## src/rtl/gesture_command_shaper.sv

```systemverilog
// Shapes tracker hand offsets into slew-limited roll/pitch/hover DAC codes,
// with an arm gate and a sample-timeout failsafe.
module gesture_command_shaper #(
  parameter int TICK_CYCLES   = 65536,
  parameter int SLEW_STEP     = 4,
  parameter int DEADBAND      = 6,
  parameter int TIMEOUT_TICKS = 8,
  parameter int HOVER_SAFE    = 96
) (
  input  logic       clock,
  input  logic       reset_n,
  input  logic       arm,
  input  logic       sample_valid,
  input  logic [8:0] hand_x,
  input  logic [8:0] hand_y,
  input  logic [8:0] hand_z,
  output logic [7:0] roll,
  output logic [7:0] pitch,
  output logic [7:0] hover,
  output logic [1:0] state,
  output logic       failsafe
);

  localparam int TICK_W = (TICK_CYCLES > 1) ? $clog2(TICK_CYCLES) : 1;
  localparam logic [TICK_W-1:0] TICK_LAST   = TICK_W'(TICK_CYCLES - 1);
  localparam logic [8:0]        STEP_9      = 9'(SLEW_STEP);
  localparam logic [7:0]        STEP_8      = 8'(SLEW_STEP);
  localparam logic [9:0]        DEADBAND_10 = 10'(DEADBAND);
  localparam logic [3:0]        TIMEOUT_4   = 4'(TIMEOUT_TICKS);
  // Axis index 0=roll, 1=pitch, 2=hover.
  localparam logic [2:0][7:0]   NEUTRAL     = '{8'd0, 8'd128, 8'd128};
  localparam logic [2:0][7:0]   SAFE        = '{8'(HOVER_SAFE), 8'd128, 8'd128};

  typedef enum logic [1:0] {
    ST_DISARMED = 2'd0,
    ST_ACTIVE   = 2'd1,
    ST_FAILSAFE = 2'd2
  } state_t;

  state_t             state_reg, state_next;
  logic [TICK_W-1:0]  tick_cnt_reg;
  logic               tick;
  logic [3:0]         timeout_reg, timeout_next, timeout_inc;
  logic [2:0][7:0]    target_reg, target_next;
  logic [2:0][7:0]    out_reg, out_next;
  logic [2:0][7:0]    mapped, slewed, eff_target;
  logic [2:0][8:0]    hand_off;
  logic               failsafe_reg;

  assign hand_off    = {hand_z, hand_y, hand_x};
  assign tick        = (tick_cnt_reg == TICK_LAST);
  assign eff_target  = (state_reg == ST_FAILSAFE) ? SAFE : target_reg;
  assign timeout_inc = (timeout_reg == 4'hF) ? 4'hF : timeout_reg + 4'd1;

  genvar gi;
  generate
    for (gi = 0; gi < 3; gi++) begin : g_axis
      logic [9:0] off_ext, off_mag;
      logic [8:0] sum, diff, diff_mag;

      // Magnitude at 10 bits so -256 does not wrap back to a small value.
      assign off_ext    = {hand_off[gi][8], hand_off[gi]};
      assign off_mag    = off_ext[9] ? (10'd0 - off_ext) : off_ext;
      assign sum        = 9'd128 + {hand_off[gi][8], hand_off[gi][8:1]};
      assign mapped[gi] = (off_mag < DEADBAND_10) ? 8'd128 : sum[7:0];

      assign diff       = {1'b0, eff_target[gi]} - {1'b0, out_reg[gi]};
      assign diff_mag   = diff[8] ? (9'd0 - diff) : diff;
      assign slewed[gi] = (diff_mag <= STEP_9) ? eff_target[gi] :
                          diff[8] ? (out_reg[gi] - STEP_8) : (out_reg[gi] + STEP_8);
    end
  endgenerate

  always_comb begin
    state_next   = state_reg;
    target_next  = target_reg;
    out_next     = out_reg;
    timeout_next = timeout_reg;
    if (!arm) begin
      state_next   = ST_DISARMED;
      target_next  = NEUTRAL;
      out_next     = NEUTRAL;
      timeout_next = 4'd0;
    end else begin
      case (state_reg)
        ST_DISARMED: begin
          state_next   = ST_ACTIVE;
          target_next  = NEUTRAL;
          out_next     = NEUTRAL;
          timeout_next = 4'd0;
        end
        ST_ACTIVE, ST_FAILSAFE: begin
          if (tick) out_next = slewed;
          // A coincident sample wins over the timeout advance.
          if (sample_valid) begin
            target_next  = mapped;
            timeout_next = 4'd0;
            state_next   = ST_ACTIVE;
          end else if (tick) begin
            timeout_next = timeout_inc;
            if (state_reg == ST_ACTIVE && timeout_inc >= TIMEOUT_4)
              state_next = ST_FAILSAFE;
          end
        end
        default: state_next = ST_DISARMED;
      endcase
    end
  end

  always_ff @(posedge clock) begin
    if (!reset_n) begin
      state_reg    <= ST_DISARMED;
      tick_cnt_reg <= '0;
      timeout_reg  <= 4'd0;
      target_reg   <= NEUTRAL;
      out_reg      <= NEUTRAL;
      failsafe_reg <= 1'b0;
    end else begin
      state_reg    <= state_next;
      tick_cnt_reg <= tick ? '0 : tick_cnt_reg + 1'b1;
      timeout_reg  <= timeout_next;
      target_reg   <= target_next;
      out_reg      <= out_next;
      failsafe_reg <= (state_next == ST_FAILSAFE);
    end
  end

  assign roll     = out_reg[0];
  assign pitch    = out_reg[1];
  assign hover    = out_reg[2];
  assign state    = state_reg;
  assign failsafe = failsafe_reg;

endmodule

```

## config.mk

```make
export PLATFORM = sky130hd
export DESIGN_NAME = gesture_command_shaper
export DESIGN_NICKNAME = d
export VERILOG_FILES = /design/src/rtl/gesture_command_shaper.sv
export SDC_FILE = /design/constraint.sdc
export NUM_CORES = 1
export LEC_CHECK = 0
export BUFFER_PORTS_ARGS = -buffer_cell sky130_fd_sc_hd__buf_2
export CAP_MARGIN = 20
export CORE_MARGIN = 10
export CORE_UTILIZATION = 26
export CTS_BUF_LIST = sky130_fd_sc_hd__clkbuf_16
export DETAILED_ROUTE_END_ITERATION = 10
export PLACE_DENSITY = 0.43
export RECOVER_POWER = 50
export SYNTH_ARGS = -nofsm -noshare
export SYNTH_HDL_FRONTEND = slang
export SYNTH_SLANG_ARGS = --single-unit
```

## constraint.sdc

```tcl
create_clock -name clock -period 10.6 [get_ports clock]
set_clock_uncertainty 0.1 [all_clocks]
set_input_delay 0.53 -clock clock [delete_from_list [all_inputs] [get_ports clock]]
set_output_delay 0.53 -clock clock [all_outputs]
set_load 0.02 [all_outputs]
```

==> reports/metrics.cfg, run 1 <==
[global_route]
globalRouteOverflowTotal = 0
grt_first_pass_wirelength_um = 29500
grt_resource_usage_total_pct = 12.4
first_global_vias = 5449
antenna_found_initial = 0
maximum_number_of_pins_on_one_net_before_global_route_repair = 32

[min_path]
min-delay-start = tick_cnt_reg[0]
hold-path-cell-count = 1
min-delay-path-class = flop to flop
min_delay_worst_endpoint = tick_cnt_reg[0]

[clocking]
cts_htree_levels = 3
worstSkewPairLatency_ns = 0.35
clock_path_buffers = 2
cts_inserted_buffers = 9
cts_root_buffer = clkbuf_16
clkTransAtPathRegs_ns = 0.07
cts_sinks = 71
cts.repair.resized = 0
cts_tree = yes
cts_setup_buffers = 0
cts_hold_repair.buffers = 0

[placement]
port-buffer-count = 57
dp_slack_ns = 5.39
finalWeightedCongestion = 0.764
dpl.hpwl_um = 13700

[drt]
drt_first_iter_violations = 273
drt-total-wl_um = 17400
detailroute.via_count = 5494
routed_wirelength_normalized_by_instance_count_um = 16.2
drt_drc_violations_left = 0
post_detailed_route_count_of_antenna_violating_nets = 0
firstDrtPassIters = 5
post_drt_via_cell_ratio = 5.10

[cells_and_area]
post_route_cells_drive_above_1_share_pct = 9.03
net_count_of_the_finished_layout = 871
final.fill_count = 2425
syn_to_final_growth_pct = 14.5
finish.utilization_pct = 30.5
antenna-diode-count = 0
largest_reg_flops = 24

[sta]
post-route-worst-setup-slack_ns = 5.79
relSlewSlack_pct = 42.6
max_transition_viols_final = 0
setup_viol = 0
report.final.hold_viol_count = 0
timing.fmax_ghz = 0.208
finalCritPeriodShare_pct = 45.4
timing.setup.tns_ns = 0
final.hold.worst_slack_ns = 0.361
max_slew.worst_pin.slew_ns = 0.858
finalCriticalPeriod_ns = 4.81
grt_setup_unrepaired = no

[floorplan]
die_area_um2 = 29000
count_of_standard_cell_rows = 54
initial_core_utilization_pct = 26.6
floorplan.io_pins = 58
fp.dieH_um = 170
std_cell_core_area_um2 = 22000
chipWidth_um = 170

[setup_path]
setup.worst_path.start_class = flop
kind_of_critical_path = flop to flop
crit_slowest_cell = a211oi_1
cp-end-kind = flop
timing.critical_path.required_ns = 10.75
worstReg2RegStart = state[0]
worst-endpoint-arrival_ns = 4.96
path_buf_inv = 3
worst_path_largest_cell_delay_ns = 0.46
timing.reg2reg.worst_path_depth = 20
crit_family = compound AO/OA/AOI/OAI gates
worst_path_most_repeated_cell = ha_1
crit_path_max_fanout = 27
critical_path.cell_chain = inv_1, ha_1, buf_4, nand2b_1, ha_1, fa_1, nor2b_1, a22oi_1, a211oi_1, o41ai_2, buf_4, ha_1, a21o_1, a21oi_1, o21bai_1, a21oi_1, xnor2_1, xnor2_1, a211oi_1, a221oi_1
rrSetupSlack_ns = 5.79
crit-reg2reg-capture = pitch[7]

[synth]
ys_seq_elements = 71
post_synth_edffs = 0
syn-num-nets = 822
synth_async_sr_flop_share_pct = 0
cell_count_after_synthesis = 743
synth.lib_cells_used.distinct = 71
avgSynthCellArea_um2 = 7.89
synth_top_cell_area_share_pct = 24.2
synth.yosys.warnings = 0
synth.cell_area_um2 = 5860
post_synth_main_area_contributors = dfxtp_1 24%, ha_1 9.0%, nor2_1 4.6%, xnor2_1 4.3%, a21oi_1 3.2%
yosys-top-cells-count = 72 x nor2_1, 71 x dfxtp_1, 46 x inv_1
synth_top_area_cell = dfxtp_1
synth_sequential_area_ratio_pct = 24.2
synth_top_flop_cell = dfxtp_1
dominant_cell_by_count_in_the_synthesized_netlist = nor2_1

[run]
drv_cap = 0

[run_status]
run_status = finished clean

[power]
power.leakage_nw = 2.69
cellPowerDensity_nw_per_um2 = 99.7
max-vdd-ir-drop_v = 0.0000744

## routing by layer
layer  share of wire (%)  track usage, %
met4                 1.2            2.94
met1                  53            17.9
met5                   0               0
met3                 3.6            2.57
met2                  42            18.3
## logic make-up after synthesis
logic type	Yosys count	share of synthesized area [%]
buffers and inverters	72	4.95
adders and majority gates	50	11.4
xor gates and xnor gates	46	7.55
and+or+nand+nor	292	25.8
AOI/OAI and AO/OA	203	24.6
muxes	9	1.56
DFF	71	24.2
## worst register-to-register path, stage by stage, from the launching register on
cell	delay, ns
dfxtp_1	0.37
inv_1	0.09
ha_1	0.33
buf_4	0.28
nand2b_1	0.20
ha_1	0.21
fa_1	0.42
nor2b_1	0.28
a22oi_1	0.12
a211oi_1	0.46
o41ai_2	0.10
buf_4	0.19
ha_1	0.28
a21o_1	0.17
a21oi_1	0.22
o21bai_1	0.09
a21oi_1	0.21
xnor2_1	0.16
xnor2_1	0.15
a211oi_1	0.07
a221oi_1	0.22
## stage by stage
stage | area (um^2) | cells | power [W]
final | 6710 | 1077 | 0.000669
after global routing | 6710 | 1077 | 0.000699
after CTS | 6730 | 1074 | 0.000677
after detailed placement | 6430 | 1058 | 0.000357
after global placement | 6430 | 1058 | 0.000358
after floorplan | 5860 | 743 | 0.000331
## layout make-up
type	instances	area [um^2]	area share, %
clock inverters	7	78.8	1.17
flip-flops and latches	71	1420	21.2
clock buffers	9	225	3.36
inverters	46	173	2.57
multi-input cells	600	4160	62.0
well taps	280	350	5.22
repair buffers	64	300	4.47
## power by group
part | total (W) | internal (W) | switching (W)
Clock | 0.000317 | 0.000186 | 0.000132
Sequential | 0.000271 | 0.000269 | 0.00000200
Combinational | 0.0000811 | 0.0000297 | 0.0000514
Total | 0.000669 | 0.000484 | 0.000185
## how the worst max path moves through the flow
| stage | to | start | cells after the start | slack, ns |
|---|---|---|---|---|
| 2_1_floorplan | pitch[7] | state[1] | 20 | 5.78 |
| 3_3_place_gp | roll[0] | state[0] | 15 | 5.50 |
| 3_5_place_dp | roll[1] | state[0] | 15 | 5.39 |
| 4_1_cts | roll[0] | state[0] | 15 | 5.36 |
| 5_1_grt | pitch[7] | state[0] | 20 | 5.31 |
| 6_report | pitch[7] | state[0] | 20 | 5.79 |
## cell usage in the layout (no fill, tap or decap), types with 9 or more instances in the layout
| master | netlist | routed |
|---|---|---|
| clkbuf_1 | 22 | 28 |
| a21oi_1 | 38 | 38 |
| ha_1 | 42 | 42 |
| xnor2_1 | 29 | 29 |
| nand2_1 | 40 | 40 |
| xor2_1 | 14 | 14 |
| dfxtp_1 | 71 | 71 |
| o211ai_1 | 16 | 16 |
| nor3_1 | 21 | 21 |
| nand3_1 | 29 | 29 |
| inv_1 | 46 | 46 |
| buf_2 | 1 | 30 |
| a22oi_1 | 25 | 25 |
| nor2_1 | 72 | 72 |
| clkbuf_16 | 0 | 9 |
| and3_1 | 19 | 19 |
| or3_1 | 11 | 11 |
| nand4_1 | 9 | 9 |
| o21ai_0 | 23 | 23 |
| nand2b_1 | 26 | 26 |
| a211oi_1 | 12 | 11 |
| nor2b_1 | 23 | 23 |
| and2_1 | 13 | 9 |
Power figures use the tool's default switching activity.
==> inputs of run 2 (changes only) <==
--- a/config.mk
+++ b/config.mk
@@ -11,7 +11,7 @@
 export CORE_UTILIZATION = 26
 export CTS_BUF_LIST = sky130_fd_sc_hd__clkbuf_16
 export DETAILED_ROUTE_END_ITERATION = 10
-export PLACE_DENSITY = 0.43
+export PLACE_DENSITY = 0.44
 export RECOVER_POWER = 50
 export SYNTH_ARGS = -nofsm -noshare
 export SYNTH_HDL_FRONTEND = slang
==> constraint.sdc (replaced) <==
create_clock -name clock -period 4.1 [get_ports clock]
set_clock_uncertainty 0.1 [all_clocks]
set_input_delay 0.205 -clock clock [delete_from_list [all_inputs] [get_ports clock]]
set_output_delay 0.205 -clock clock [all_outputs]
set_load 0.02 [all_outputs]
==> run 2 against run 1 <==
  * Power rose to 2.7 times the previous value
  * Final cell count is 1.4% higher
  * Combinational power rose to 2.8 times the previous value
  * Clock power rose to 2.7 times the previous value
  * Flip-flop and latch count unchanged
  * Design area is 4.2% higher
  * Critical endpoint is now pitch[4]
==> reports/metrics.cfg, run 2 (same netlist as run 1, synthesis figures left out) <==
[run_status]
run_status = finished clean

[clocking]
cts_tree = yes
clkTransAtPathRegs_ns = 0.06  ; about the same
cts_setup_buffers = 0  ; unchanged
cts_htree_levels = 3  ; unchanged
cts_root_buffer = clkbuf_16
worstSkewPairLatency_ns = 0.33  ; -0.02 ns
cts_inserted_buffers = 9  ; unchanged
cts.repair.resized = 0  ; unchanged
cts_sinks = 71  ; unchanged
cts_hold_repair.buffers = 0  ; unchanged
clock_path_buffers = 2  ; unchanged

[floorplan]
die_area_um2 = 29000  ; unchanged
count_of_standard_cell_rows = 54  ; unchanged
chipWidth_um = 170  ; unchanged
initial_core_utilization_pct = 26.6  ; unchanged
floorplan.io_pins = 58  ; unchanged
fp.dieH_um = 170  ; unchanged
std_cell_core_area_um2 = 22000  ; unchanged

[setup_path]
setup.worst_path.start_class = flop
crit_slowest_cell = a41oi_1
path_buf_inv = 2  ; -1
kind_of_critical_path = flop to flop
timing.critical_path.required_ns = 4.23  ; -6.52 ns
worst_path_most_repeated_cell = o21ai_0
critical_path.cell_chain = inv_4, ha_4, buf_4, nor2b_1, ha_1, nor2b_4, or2_2, a32oi_1, a21oi_1, o21ai_0, mux2i_1, a41oi_1, o21ai_0, a32o_1
worst_path_largest_cell_delay_ns = 0.59  ; +0.13 ns
worst-endpoint-arrival_ns = 4.02  ; -0.94 ns
crit_path_max_fanout = 17  ; -37%
cp-end-kind = flop
crit_family = compound AO/OA/AOI/OAI gates

[drt]
drt_first_iter_violations = 320  ; +17%
drt_drc_violations_left = 0  ; unchanged
drt-total-wl_um = 17600  ; +1.1%
detailroute.via_count = 5468  ; -0.47%
post_detailed_route_count_of_antenna_violating_nets = 0  ; unchanged
routed_wirelength_normalized_by_instance_count_um = 16.1  ; -0.26%
firstDrtPassIters = 4  ; -1
post_drt_via_cell_ratio = 5.01  ; -1.8%

[sta]
setup_viol = 0  ; unchanged
grt_setup_unrepaired = yes
timing.setup.tns_ns = 0  ; unchanged
max_transition_viols_final = 0  ; unchanged
relSlewSlack_pct = 29.7  ; -13 points
finalCriticalPeriod_ns = 3.90  ; -0.913 ns
timing.fmax_ghz = 0.256  ; +23%
report.final.hold_viol_count = 0  ; unchanged
finalCritPeriodShare_pct = 95.1  ; +50 points
max_slew.worst_pin.slew_ns = 1.05  ; +0.196 ns
final.hold.worst_slack_ns = 0.0398  ; -0.321 ns

[min_path]
min-delay-path-class = primary input to flop

[cells_and_area]
mostFrequentLayoutCells = 72 x nor2_1, 69 x dfxtp_1, 46 x inv_1, 39 x nand2_1, 39 x ha_1
multi_input_comb_area_um2 = 4310  ; +3.6%
syn_to_final_growth_pct = 19.2
final_common_cell = nor2_1
largest_reg_flops = 24  ; unchanged
finish.utilization_pct = 31.7  ; +1.3 points
post_route_cells_drive_above_1_share_pct = 13.4  ; +4.3 points
net_count_of_the_finished_layout = 883  ; +1.4%
postLayoutCellArea_um2 = 6990  ; +4.2%
final.fill_count = 2420  ; -0.21%
final-seq-area_um2 = 1430  ; +0.35%

[global_route]
first_global_vias = 5312  ; -2.5%
maximum_number_of_pins_on_one_net_before_global_route_repair = 33  ; +3.1%
globalRouteOverflowTotal = 0  ; unchanged
antenna_found_initial = 6  ; +6
grt_resource_usage_total_pct = 12.2  ; -0.14 points
grt_first_pass_wirelength_um = 28700  ; -2.8%

[power]
power.leakage_nw = 2.81  ; +4.5%
cellPowerDensity_nw_per_um2 = 255  ; +160%
finalPower_w = 0.00178  ; +170%
max-vdd-ir-drop_v = 0.000200  ; +170%

[placement]
finalWeightedCongestion = 0.750  ; -1.8%
port-buffer-count = 57  ; unchanged
placedInstanceArea_um2 = 6660  ; +3.6%
dpl.hpwl_um = 14000  ; +1.6%

[run]
drv_cap = 0  ; unchanged

-- run 2: cell count changes in the layout (fill, tap and decap cells not counted), moves of 3 or more --
| cell | delta |
|---|---|
| diode_2 | +4 |
| ha_1 | -3 |
| buf_4 | +12 |
| ha_4 | +3 |
| a21oi_1 | -5 |
| a21oi_2 | +5 |
| inv_6 | -3 |
-- run 2: layer usage --
| metal | vias to the layer above | track usage, % | routed length, um |
|---|---|---|---|
| met3 | 19 | 3.61 | 849 |
| met1 | 2509 | 16.6 | 8890 |
| met4 | 4 | 2.63 | 206 |
| met2 | 79 | 18.7 | 7620 |
| li1 | 2857 | - | - |
| met5 | - | 0 | 31 |
-- run 2: final cells by class --
cell class,count,area share [%]
inverter,46,2.51
multi-input combinational,600,61.7
antenna,4,0.143
tap,280,5.01
timing repair buffer,76,5.62
sequential,71,20.4
clock inverter,5,1.02
clock buffer,10,3.58
-- run 2: power by group --
group	internal, W	switching [W]
combinational	0.0000872	0.000140
sequential	0.000695	0.00000558
clock	0.000560	0.000293
total	0.00134	0.000438
-- run 2: worst min-delay path, delay by kind of cell --
family / cells / cell delay, ns
simple gates: 1 / 0.07
buf+inv: 1 / 0.10
compound gates: 1 / 0.06
-- run 2: path summary, 6_finish.rpt --
path              startpoint         endpoint  slack (ns)  cells after the start
max                 state[0]         pitch[4]        0.20                     14
min                hand_y[5]   target_reg[12]        0.04                      3
min reg2reg  tick_cnt_reg[0]  tick_cnt_reg[0]        0.36                      1
max reg2reg         state[0]         pitch[4]        0.20                     14
-- run 2: metrics by stage --
step	setup WS (ns)	cells
floorplan	-0.0163	743
global placement	0.191	1073
detailed placement	0.148	1073
CTS	0.115	1088
global route	-0.0582	1089
finish	0.201	1092
